## src/rtl/t05_cb_writer.sv

```systemverilog
// Codebook writer: packs one header word plus the needed data words
// for each incoming code and writes them into codebook memory.
module t05_cb_writer #(
   parameter int ADDR_W      = 16,
   parameter int BASE_ADDR   = 0,
   parameter int ENTRY_WORDS = 5
) (
   input  logic              clk,
   input  logic              rst,
   input  logic              char_found,
   input  logic [7:0]        char_index,
   input  logic [127:0]      char_path,
   input  logic              finished,
   input  logic              mem_busy,
   output logic              mem_wr_en,
   output logic [ADDR_W-1:0] mem_addr,
   output logic [31:0]       mem_wdata,
   output logic              write_finish,
   output logic              cb_done,
   output logic [8:0]        char_count,
   output logic              overrun,
   output logic              bad_path
);

   typedef enum logic [2:0] {
      S_IDLE,
      S_LEN,
      S_HDR,
      S_DATA,
      S_FIN
   } state_t;

   state_t            state;
   logic [7:0]        idx_q;
   logic [127:0]      path_q;
   logic [2:0]        nwords_q;
   logic [1:0]        beat;
   logic [1:0]        beat_nx;
   logic [ADDR_W-1:0] entry_q;
   logic              bad_cur;

   logic [6:0]        len_c;
   logic [2:0]        nw_c;
   logic [ADDR_W-1:0] entry_c;

   // Code length is the position of the leading control bit.
   always_comb begin
      len_c = '0;
      for (int i = 1; i < 128; i++)
         if (path_q[i]) len_c = 7'(i);
   end

   assign nw_c    = 3'((8'(len_c) + 8'd31) >> 5);
   assign entry_c = ADDR_W'(BASE_ADDR)
                  + ADDR_W'(idx_q) * ADDR_W'(ENTRY_WORDS);
   assign beat_nx = beat + 2'd1;

   // Sequencer: latch code, size it, then emit header and data beats.
   always_ff @(posedge clk or posedge rst) begin
      if (rst) begin
         state        <= S_IDLE;
         idx_q        <= '0;
         path_q       <= '0;
         nwords_q     <= '0;
         beat         <= '0;
         entry_q      <= '0;
         bad_cur      <= 1'b0;
         mem_wr_en    <= 1'b0;
         mem_addr     <= '0;
         mem_wdata    <= '0;
         write_finish <= 1'b0;
         cb_done      <= 1'b0;
         char_count   <= '0;
         overrun      <= 1'b0;
         bad_path     <= 1'b0;
      end else begin
         if (char_found && state != S_IDLE)
            overrun <= 1'b1;
         unique case (state)
            S_IDLE: begin
               if (char_found) begin
                  idx_q  <= char_index;
                  path_q <= char_path;
                  state  <= S_LEN;
               end else if (finished) begin
                  cb_done <= 1'b1;
               end
            end
            S_LEN: begin
               if (len_c == 7'd0) begin
                  bad_path     <= 1'b1;
                  bad_cur      <= 1'b1;
                  write_finish <= 1'b1;
                  state        <= S_FIN;
               end else begin
                  path_q[len_c] <= 1'b0;
                  nwords_q      <= nw_c;
                  entry_q       <= entry_c;
                  mem_wr_en     <= 1'b1;
                  mem_addr      <= entry_c;
                  mem_wdata     <= {16'b0, 1'b1, len_c, idx_q};
                  state         <= S_HDR;
               end
            end
            S_HDR: begin
               if (!mem_busy) begin
                  beat      <= '0;
                  mem_addr  <= entry_q + ADDR_W'(1);
                  mem_wdata <= path_q[31:0];
                  state     <= S_DATA;
               end
            end
            S_DATA: begin
               if (!mem_busy) begin
                  if ({1'b0, beat} == nwords_q - 3'd1) begin
                     mem_wr_en    <= 1'b0;
                     write_finish <= 1'b1;
                     state        <= S_FIN;
                  end else begin
                     beat      <= beat_nx;
                     mem_addr  <= entry_q + ADDR_W'(2)
                                + ADDR_W'(beat);
                     mem_wdata <= path_q[{beat_nx, 5'd0} +: 32];
                  end
               end
            end
            S_FIN: begin
               write_finish <= 1'b0;
               if (!bad_cur && char_count != 9'd511)
                  char_count <= char_count + 9'd1;
               bad_cur <= 1'b0;
               state   <= S_IDLE;
            end
            default: state <= S_IDLE;
         endcase
      end
   end

endmodule

```

## config.mk

```make
export PLATFORM = sky130hd
export DESIGN_NAME = t05_cb_writer
export DESIGN_NICKNAME = d
export VERILOG_FILES = /design/src/rtl/t05_cb_writer.sv
export SDC_FILE = /design/constraint.sdc
export NUM_CORES = 1
export LEC_CHECK = 0
export BUFFER_PORTS_ARGS = -buffer_cell sky130_fd_sc_hd__buf_2
export CORE_ASPECT_RATIO = 0.9
export CORE_MARGIN = 10
export CORE_UTILIZATION = 28
export CTS_CLUSTER_DIAMETER = 100
export DETAILED_ROUTE_END_ITERATION = 10
export PLACE_DENSITY = 0.55
export SLEW_MARGIN = 20
export SYNTH_ARGS = -nofsm -noshare
export SYNTH_HDL_FRONTEND = slang
export SYNTH_SLANG_ARGS = --single-unit
```

## constraint.sdc

```tcl
create_clock -name clk -period 8.61 [get_ports clk]
set_clock_uncertainty 0.05 [all_clocks]
set_input_delay 0.4305 -clock clk [delete_from_list [all_inputs] [get_ports clk]]
set_output_delay 0.4305 -clock clk [all_outputs]
set_load 0.1 [all_outputs]
```

==> Yosys cells after proc, flatten, opt, wreduce, memory -nomap -nowiden <==
Index checks and enable logic that the tools add are counted.
{ "totals": {"register_bits": 218, "word_cells": 229, "out_inout_bits": 62} }
{ "classes": {"addsub": 7, "n_mul": 1, "order_cmp": 2, "bitwise": 4, "shifts": 1, "n_mux": 161, "eq_ne": 13, "reduce_logical": 25} }
{ "ops": {"columns": ["cell", "n"], "rows": [
  ["2-to-1 mux 7 bit", 125],
  ["2-to-1 mux 128 bit", 2],
  ["case mux 128 bit (2 select lines)", 1],
  ["bitwise AND 128 bit", 1],
  ["2-to-1 mux 32 bit", 4],
  ["inverter 128 bit", 1],
  ["indexed part select 128 x 8 -> 32 bit", 1],
  ["case mux 32 bit (3 select lines)", 1],
  ["2-to-1 mux 16 bit", 4],
  ["case mux 16 bit (3 select lines)", 1],
  ["AND reduction 4 bit", 4],
  ["2-to-1 mux 3 bit", 5],
  ["!= test 2 bit, second input constant", 7],
  ["adder 12 x 2 -> 13 bit", 1],
  ["adder 11 x 1 -> 12 bit, second input constant", 1],
  ["adder 11 x 2 -> 12 bit, second input constant", 1],
  ["case mux 3 bit (4 select lines)", 1],
  ["multiplier 8 x 3 -> 11 bit, second input constant", 1],
  ["AND reduction 2 bit", 5],
  ["adder 9 x 1 -> 9 bit, second input constant", 1],
  ["!= test 9 bit, second input constant", 1],
  ["nonzero test 3 bit", 3],
  ["adder 7 x 5 -> 8 bit, second input constant", 1],
  ["< comparator 7 x 8 -> 1 bit, second input constant", 1],
  ["21 further kinds", 40]
]} }

==> Logic depth before layout (Yosys ltp) <==
Gate-level depths: netlist of run 1.
{ "depth": {"depth_word": 135, "depth_mapped": 14, "depth_no_buf": 12} }

==> Worst setup path after synthesis of run 1 <==
OpenSTA, ideal clock, no wires.
{ "synth_timing": {"path_type": "register to register", "startpoint": "register path_q[93]", "endpoint": "register mem_addr[0]", "t_required_ns": 8.432, "arrival_time_ns": 3.322, "setup_slack_ns": 5.110, "stages_incl_launch_ff": 13, "path_buffers": 3, "cell_sequence": "dfrtp_1 > buf_2 > or4_1 > or4b_4 > nor2_2 > a21boi_2 > nor3b_4 > and2_4 > a31oi_1 > buf_4 > o22ai_4 > buf_6 > mux2_1"} }
{ "synth_between": {"elab_chain_cells": 38} }
{ "synth_lines": {"columns": ["element", "line_no", "source"], "rows": [
  ["from (decl)", "35", "logic [127:0] path_q;"],
  ["from (signal assigned)", "83", "path_q <= char_path;"],
  ["2-to-1 mux 7 bit (35 in series)", "50", "if (path_q[i]) len_c = 7'(i);"],
  ["logical NOT 7 bit", "90", "if (len_c == 7'd0) begin"],
  ["!= test 2 bit (no line)", null, null],
  ["AND reduction 5 bit (no line)", null, null],
  ["to (signal assigned)", "100", "mem_addr <= entry_c;"],
  ["to (signal assigned)", "108", "mem_addr <= entry_q + ADDR_W'(1);"],
  ["to (signal assigned)", "121", "mem_addr <= entry_q + ADDR_W'(2)"],
  ["to (decl)", "16", "output logic [ADDR_W-1:0] mem_addr,"]
]} }
No other way between the ends.
A chain may end at the register's enable or synchronous reset.

==> Worst setup path after layout of run 1 <==
{ "layout_timing": {"startpoint": "register path_q[7]", "endpoint": "register mem_wdata[12]"} }
{ "layout_between": {"elab_chain_cells": 124} }
{ "layout_lines": {"columns": ["element", "line_no", "source"], "rows": [
  ["2-to-1 mux 7 bit (*) (121 in series)", "50", null],
  ["logical NOT 7 bit", "90", null],
  ["!= test 2 bit (no line)", null, null],
  ["AND reduction 5 bit (no line)", null, null],
  ["to (signal assigned)", "101", "mem_wdata <= {16'b0, 1'b1, len_c, idx_q};"],
  ["to (signal assigned)", "109", "mem_wdata <= path_q[31:0];"],
  ["to (signal assigned)", "123", "mem_wdata <= path_q[{beat_nx, 5'd0} +: 32];"],
  ["to (decl)", "17", "output logic [31:0] mem_wdata,"]
]} }
Every way passes the cells marked *; elsewhere a longest branch is shown, timed or not. The select of a mux whose other input is x is not followed.

==> results by group, run 1 <==
Outcome
  • Status: completed

Route
  • Vias per cell: 6.13
  • Routed WL per cell: 30.0 um
  • Vias post-DR: 14200
  • DR pass1 iterations: 6
  • Final WL: 69.7 mm
  • Initial DRC Count: 1921
  • Post-route ant nets: 0
  • Drc violations: 0

Power
  • Switching Share: 0.559
  • P_leak: 0.00740 uW
  • Power Total: 8060 uW
  • Clk pwr share: 0.151
  • Logic gate share of total power: 0.561
  • Reg power frac: 0.288
  • Worst VDD drop: 0.190 mV
  • Internal: 3560 uW
  • Cell Pwr Density: 485 mW/mm^2
  • P_sw: 4500 uW

Timing
  • Worst slew pin tran: 1150 ps
  • Peak Freq: 201 MHz
  • Setup TNS: 0 ps
  • # setup viols final: 0
  • Period utilisation layout: 0.578
  • Max Slew Vio Count: 0
  • Slew HR: 0.232
  • Final hold vios: 0
  • Final worst path period need: 4980 ps
  • Unrepaired setup endpoints after global routing: false
  • Min Hold Slack: 26.5 ps

Synth
  • Primary FF master, synth: dfrtp_1
  • Post-synth top cells: 214 x dfrtp_1, 148 x nand2_1, 97 x clkbuf_1, 90 x nor2_1, 73 x o211ai_1
  • Gate Count Post-Synth: 1489
  • Post-synth top area share: 0.382
  • FF+latch count, synth: 214
  • Area leader, netlist: dfrtp_1
  • Number of flops mapped to enable cells by yosys: 0
  • YS warnings: 0
  • Distinct cells, synth: 83
  • Top-count cell post-synth: dfrtp_1
  • Asr flop ratio synth: 1.00
  • Sequential-to-total area share from yosys stat: 0.382
  • Mean Syn Cell Area: 9.41 um^2
  • Cell Area, Synth: 0.0140 mm^2
  • Synth area leaders: dfrtp_1 38%, a221o_1 5.1%, o211a_1 4.1%

Cells and area
  • Share of layout cells above drive strength 1: 0.207
  • Fillcell total: 5220
  • Area delta synth->final: 18.7%
  • Final nets: 1791
  • Ant diodes: 0
  • Final core occ: 0.337
  • Final Cell Area: 0.0166 mm^2

Worst hold path
  • Hold Crit Depth: 3
  • Min-Delay Path Class: input port to flop
  • Hold endpoint: idx_q[0]
  • HP Start: char_index[0]

CTS
  • Root buffer cell: clkbuf_16
  • CTS HTree Levels: 1
  • Inserted Clock Buffers: 28
  • Clk sinks: 214
  • CTS tree: done
  • Clk_lat worst skew: 580 ps
  • Clock-pin slew on the worst setup and hold paths: 60 ps
  • CTS Buffer Depth: 3

Floorplan
  • Core Region: 0.0493 mm^2
  • Initial Util: 0.284
  • DIE WIDTH: 256 um
  • Number of top-level pins: 203
  • Die Ht: 232 um
  • Die area: 0.0594 mm^2
  • Core Rows: 77

Placed design
  • Post-DP HPWL: 52.1 mm
  • Dpl cell area: 0.0156 mm^2
  • Placer congestion estimate: 1.01
  • # port buffers: 198

Critical path
  • Crit-path max FO: 39
  • CP arrival: 5390 ps
  • CP Launch Type: flop
  • Worst r2r path cells: 11
  • R2R Setup Slk: 3630 ps
  • Crit end category: flop
  • Worst flop-to-flop path startpoint: path_q[7]
  • CP required: 9020 ps
  • Critical path type: flop to flop
  • Worst r2r dst: mem_wdata[12]

Global route
  • Global Route Usage Sum: 0.226
  • Remaining Overflow, GRT: 0
  • Global-route wire length before repair: 101 mm
  • Vias in the first global route: 13700
  • Initial antenna violation count: 1
  • Maximum number of pins on one net before global-route repair: 92

Flow run
  • Max Cap Violations: 0
## layout make-up
class	count	area, um^2	share of cell area
multi-input combinational	1081	7920	0.477
sequential	214	5360	0.322
timing repair buffer	233	1290	0.0776
tap	671	840	0.0505
clock buffer	38	810	0.0487
inverter	70	270	0.0163
clock inverter	13	134	0.00805
## through the flow
stage                     worst slack [ps]  std cells
after CTS                             3750       2319
final                                 3630       2320
after global placement                2680       2262
after detailed placement              3780       2263
after floorplan                       2280       1492
after global routing                  3390       2320
## power by group through the flow
stage,registers [uW],clock network (uW),logic [uW]
4_1_cts,2260,1240,4450
3_3_place_gp,2270,0,4430
5_1_grt,2340,1280,4780
6_report,2320,1220,4520
2_1_floorplan,2410,0,2590
3_5_place_dp,2270,0,4430
## cells by family after synthesis
| logic type | synth area share |
|---|---|
| muxes | 0.0887 |
| and+or+nand+nor | 0.150 |
| xor gates and xnor gates | 0.0150 |
| AOI/OAI and AO/OA | 0.286 |
| adders and majority gates | 0.0207 |
| other | 0.000268 |
| DFF | 0.382 |
| buffers and inverters | 0.0578 |
## worst max-delay path by stage
stage / slack, ps / endpoint / from / cells after the start
finish: 3630 / mem_wdata[12] / path_q[7] / 11
global route: 3390 / path_q[109] / path_q[76] / 9
CTS: 3750 / path_q[61] / path_q[76] / 9
detailed placement: 3780 / path_q[118] / path_q[76] / 9
global placement: 2680 / path_q[92] / path_q[76] / 9
floorplan: 2280 / bad_cur / rst / 1
## flip-flops by register name (all words and copies together), names as in the netlist
register and count:
idx_q 8, bad_cur 1, state 3, write_finish 1
entry_q 11, mem_addr 12, bad_path 1, cb_done 1
beat 2, mem_wr_en 1, path_q 128, char_count 9
mem_wdata 32, overrun 1, nwords_q 3
## placed cells by master (no fill, tap or decap), types with 14 or more instances in the layout
| cell | count |
|---|---|
| buf_2 | 198 |
| nor4_1 | 40 |
| inv_1 | 69 |
| a221o_1 | 71 |
| dfrtp_1 | 213 |
| clkbuf_16 | 29 |
| a21oi_1 | 57 |
| a22o_1 | 29 |
| o211ai_1 | 73 |
| mux2i_1 | 33 |
| nor2_1 | 87 |
| mux2_2 | 15 |
| mux2_1 | 26 |
| nor3_1 | 33 |
| mux4_2 | 20 |
| or4_1 | 16 |
| o31ai_1 | 15 |
| o211a_1 | 58 |
| o21ai_0 | 57 |
| buf_4 | 28 |
| ha_1 | 20 |
| nand3_1 | 36 |
| nand2_1 | 147 |
| xnor2_1 | 14 |
## critical path, stage by stage, from the launching register on
cell	delay (ps)
dfrtp_1	500
or3_1	400
o21ai_0	600
a211oi_1	300
a211o_1	470
a21oi_4	500
buf_4	300
a31oi_4	150
buf_4	300
o22ai_4	300
buf_4	520
mux2_2	390
## timing repair
action | CTS | global route
setup buffers | 0 | 0
hold buffers | 5 | 0
resized for setup | 0 | 0
hold endpoints to repair | 79 | 0
## metal layers
metal  vias to the layer above  wire, um  global-route usage
met4                         0      2760              0.0743
met3                       141      6910              0.0495
met2                       861     29600               0.334
li1                       6036         -                   -
met5                         -         0                   0
met1                      7179     30500               0.320
Power figures use the tool's default switching activity.
==> run 2: changes to the inputs <==
==> constraint.sdc (replaced) <==
create_clock -name clk -period 5 [get_ports clk]
set_clock_uncertainty 0.05 [all_clocks]
set_input_delay 0.25 -clock clk [delete_from_list [all_inputs] [get_ports clk]]
set_output_delay 0.25 -clock clk [all_outputs]
set_load 0.1 [all_outputs]
==> run 2 against run 1 <==
- register-to-register slack worse by 2900 ps
- core utilization up 3.2 points
- wire length up 1.2%
- largest power group unchanged
- critical path type unchanged
==> results by group, run 2 (same netlist as run 1, synthesis figures left out) <==
Route
  • Routed WL per cell: 28.4 um (-5.5%)
  • Vias per cell: 5.90 (-3.7%)
  • Vias post-DR: 14700 (+3.2%)
  • Drc violations: 0 (unchanged)
  • Final WL: 70.5 mm (+1.2%)
  • Initial DRC Count: 1755 (-8.6%)
  • Post-route ant nets: 0 (unchanged)
  • DR pass1 iterations: 5 (-1)

Placed design
  • # port buffers: 198 (unchanged)
  • Placer congestion estimate: 1.06 (+5.0%)
  • Dpl cell area: 0.0159 mm^2 (+1.8%)
  • Post-DP HPWL: 52.4 mm (+0.65%)

Cells and area
  • Largest reg by FF count: path_q
  • Leading cell types in the layout, fill and taps excluded: 213 x dfrtp_1, 198 x buf_2, 146 x nand2_1, 140 x dlygate4sd3_1, 87 x nor2_1
  • Max reg flops: 128 (unchanged)
  • Final Cell Area: 0.0182 mm^2 (+9.6%)
  • Ant diodes: 0 (unchanged)
  • Most common cell after layout, fill and taps aside: dfrtp_1
  • Area delta synth->final: 30.1%
  • Final core occ: 0.369 (+0.0323)
  • Final nets: 1957 (+9.3%)
  • Share of layout cells above drive strength 1: 0.203 (-0.00337)
  • Biggest regs: path_q x128, mem_wdata x32, mem_addr x12

Floorplan
  • Number of top-level pins: 203 (unchanged)
  • Core Rows: 77 (unchanged)
  • DIE WIDTH: 256 um (unchanged)
  • Die area: 0.0594 mm^2 (unchanged)
  • Initial Util: 0.284 (unchanged)
  • Die Ht: 232 um (unchanged)
  • Core Region: 0.0493 mm^2 (unchanged)

Timing
  • Unrepaired setup endpoints after global routing: false
  • Min Hold Slack: 233 ps (+206 ps)
  • Max Slew Vio Count: 0 (unchanged)
  • Final worst path period need: 4290 ps (-687 ps)
  • Period utilisation layout: 0.858 (+0.280)
  • Final hold vios: 0 (unchanged)
  • Worst slew pin tran: 1100 ps (-55.6 ps)
  • # setup viols final: 0 (unchanged)
  • Slew HR: 0.259 (+0.0275)
  • Peak Freq: 233 MHz (+16%)
  • Setup TNS: 0 ps (unchanged)

Power
  • Power Total: 14200 uW (+76%)
  • P_leak: 0.00812 uW (+9.6%)
  • Worst VDD drop: 0.424 mV (+120%)
  • Cell Pwr Density: 779 mW/mm^2 (+61%)

CTS
  • Inserted Clock Buffers: 27 (-3.6%)
  • Clock-pin slew on the worst setup and hold paths: 60 ps (about the same)
  • CTS HTree Levels: 1 (unchanged)
  • CTS tree: done
  • CTS Buffer Depth: 3 (unchanged)
  • Post-cts gate resize count: 0 (unchanged)
  • Setup bufs post-CTS: 0 (unchanged)
  • Clk_lat worst skew: 590 ps (about the same)
  • Root buffer cell: clkbuf_16
  • Clk sinks: 214 (unchanged)
  • Hold buffers post-CTS: 140 (+135)

Global route
  • Vias in the first global route: 14600 (+6.7%)
  • Global Route Usage Sum: 0.231 (+0.00518)
  • Initial antenna violation count: 4 (+3)
  • Global-route wire length before repair: 104 mm (+3.1%)
  • Maximum number of pins on one net before global-route repair: 147 (+60%)
  • Remaining Overflow, GRT: 0 (unchanged)

Flow run
  • Max Cap Violations: 0 (unchanged)

Critical path
  • Crit-path max FO: 11 (-72%)
  • CP Launch Type: flop
  • CP required: 5420 ps (-3600 ps)
  • Critical path type: flop to flop
  • CP arrival: 4710 ps (-680 ps)
  • Crit end category: flop

Worst hold path
  • Min-Delay Path Class: input port to asynchronous set/reset pin

Outcome
  • Status: completed
==> run 2: critical path, stage by stage, from the launching register on <==
cell and delay [ps]:
dfrtp_1 510, nor4_2 660, nand2_1 240, or3_1 430, o22ai_2 430, nor3b_4 470, nand2_1 380, o31ai_2 350
buf_4 290, mux2_2 360
==> run 2: worst paths after layout <==
path	slack [ps]	startpoint	endpoint	cells after the start
worst max-delay path	710	path_q[106]	entry_q[0]	9
worst min-delay path	230	rst	path_q[76]	3
worst max register to register	710	path_q[106]	entry_q[0]	9
worst min register to register	420	cb_done	cb_done	1
max in group asynchronous	3350	rst	path_q[2]	4
min in group clk	360	char_index[6]	idx_q[6]	4
==> run 2: final cells by class <==
| type | count | area [um^2] |
|---|---|---|
| Sequential cell | 214 | 5360 |
| Clock inverter | 9 | 140 |
| Timing Repair Buffer | 400 | 2920 |
| Inverter | 70 | 267 |
| Multi-Input combinational cell | 1081 | 7910 |
| Fill cell | 5018 | 31100 |
| Clock buffer | 40 | 785 |
| Tap cell | 671 | 840 |
==> run 2: metal layers <==
layer  GRT usage  routed length, um
met1       0.323              31200
met3      0.0468               6150
met4      0.0578               1800
met5           0                 13
met2       0.358              31300
==> run 2: report_power, final <==
group | internal [uW] | leakage, uW | switching (uW) | total [uW]
registers | 2420 | 0.00272 | 1390 | 3810
clock network | 1240 | 0.000448 | 829 | 2070
logic | 2720 | 0.00495 | 5580 | 8310
total | 6390 | 0.00812 | 7800 | 14200
==> run 2: per-stage QoR <==
stage	cells	setup WS [ps]
2_1_floorplan	1492	1500
6_report	2485	708
3_3_place_gp	2296	938
4_1_cts	2485	823
5_1_grt	2485	505
3_5_place_dp	2296	883
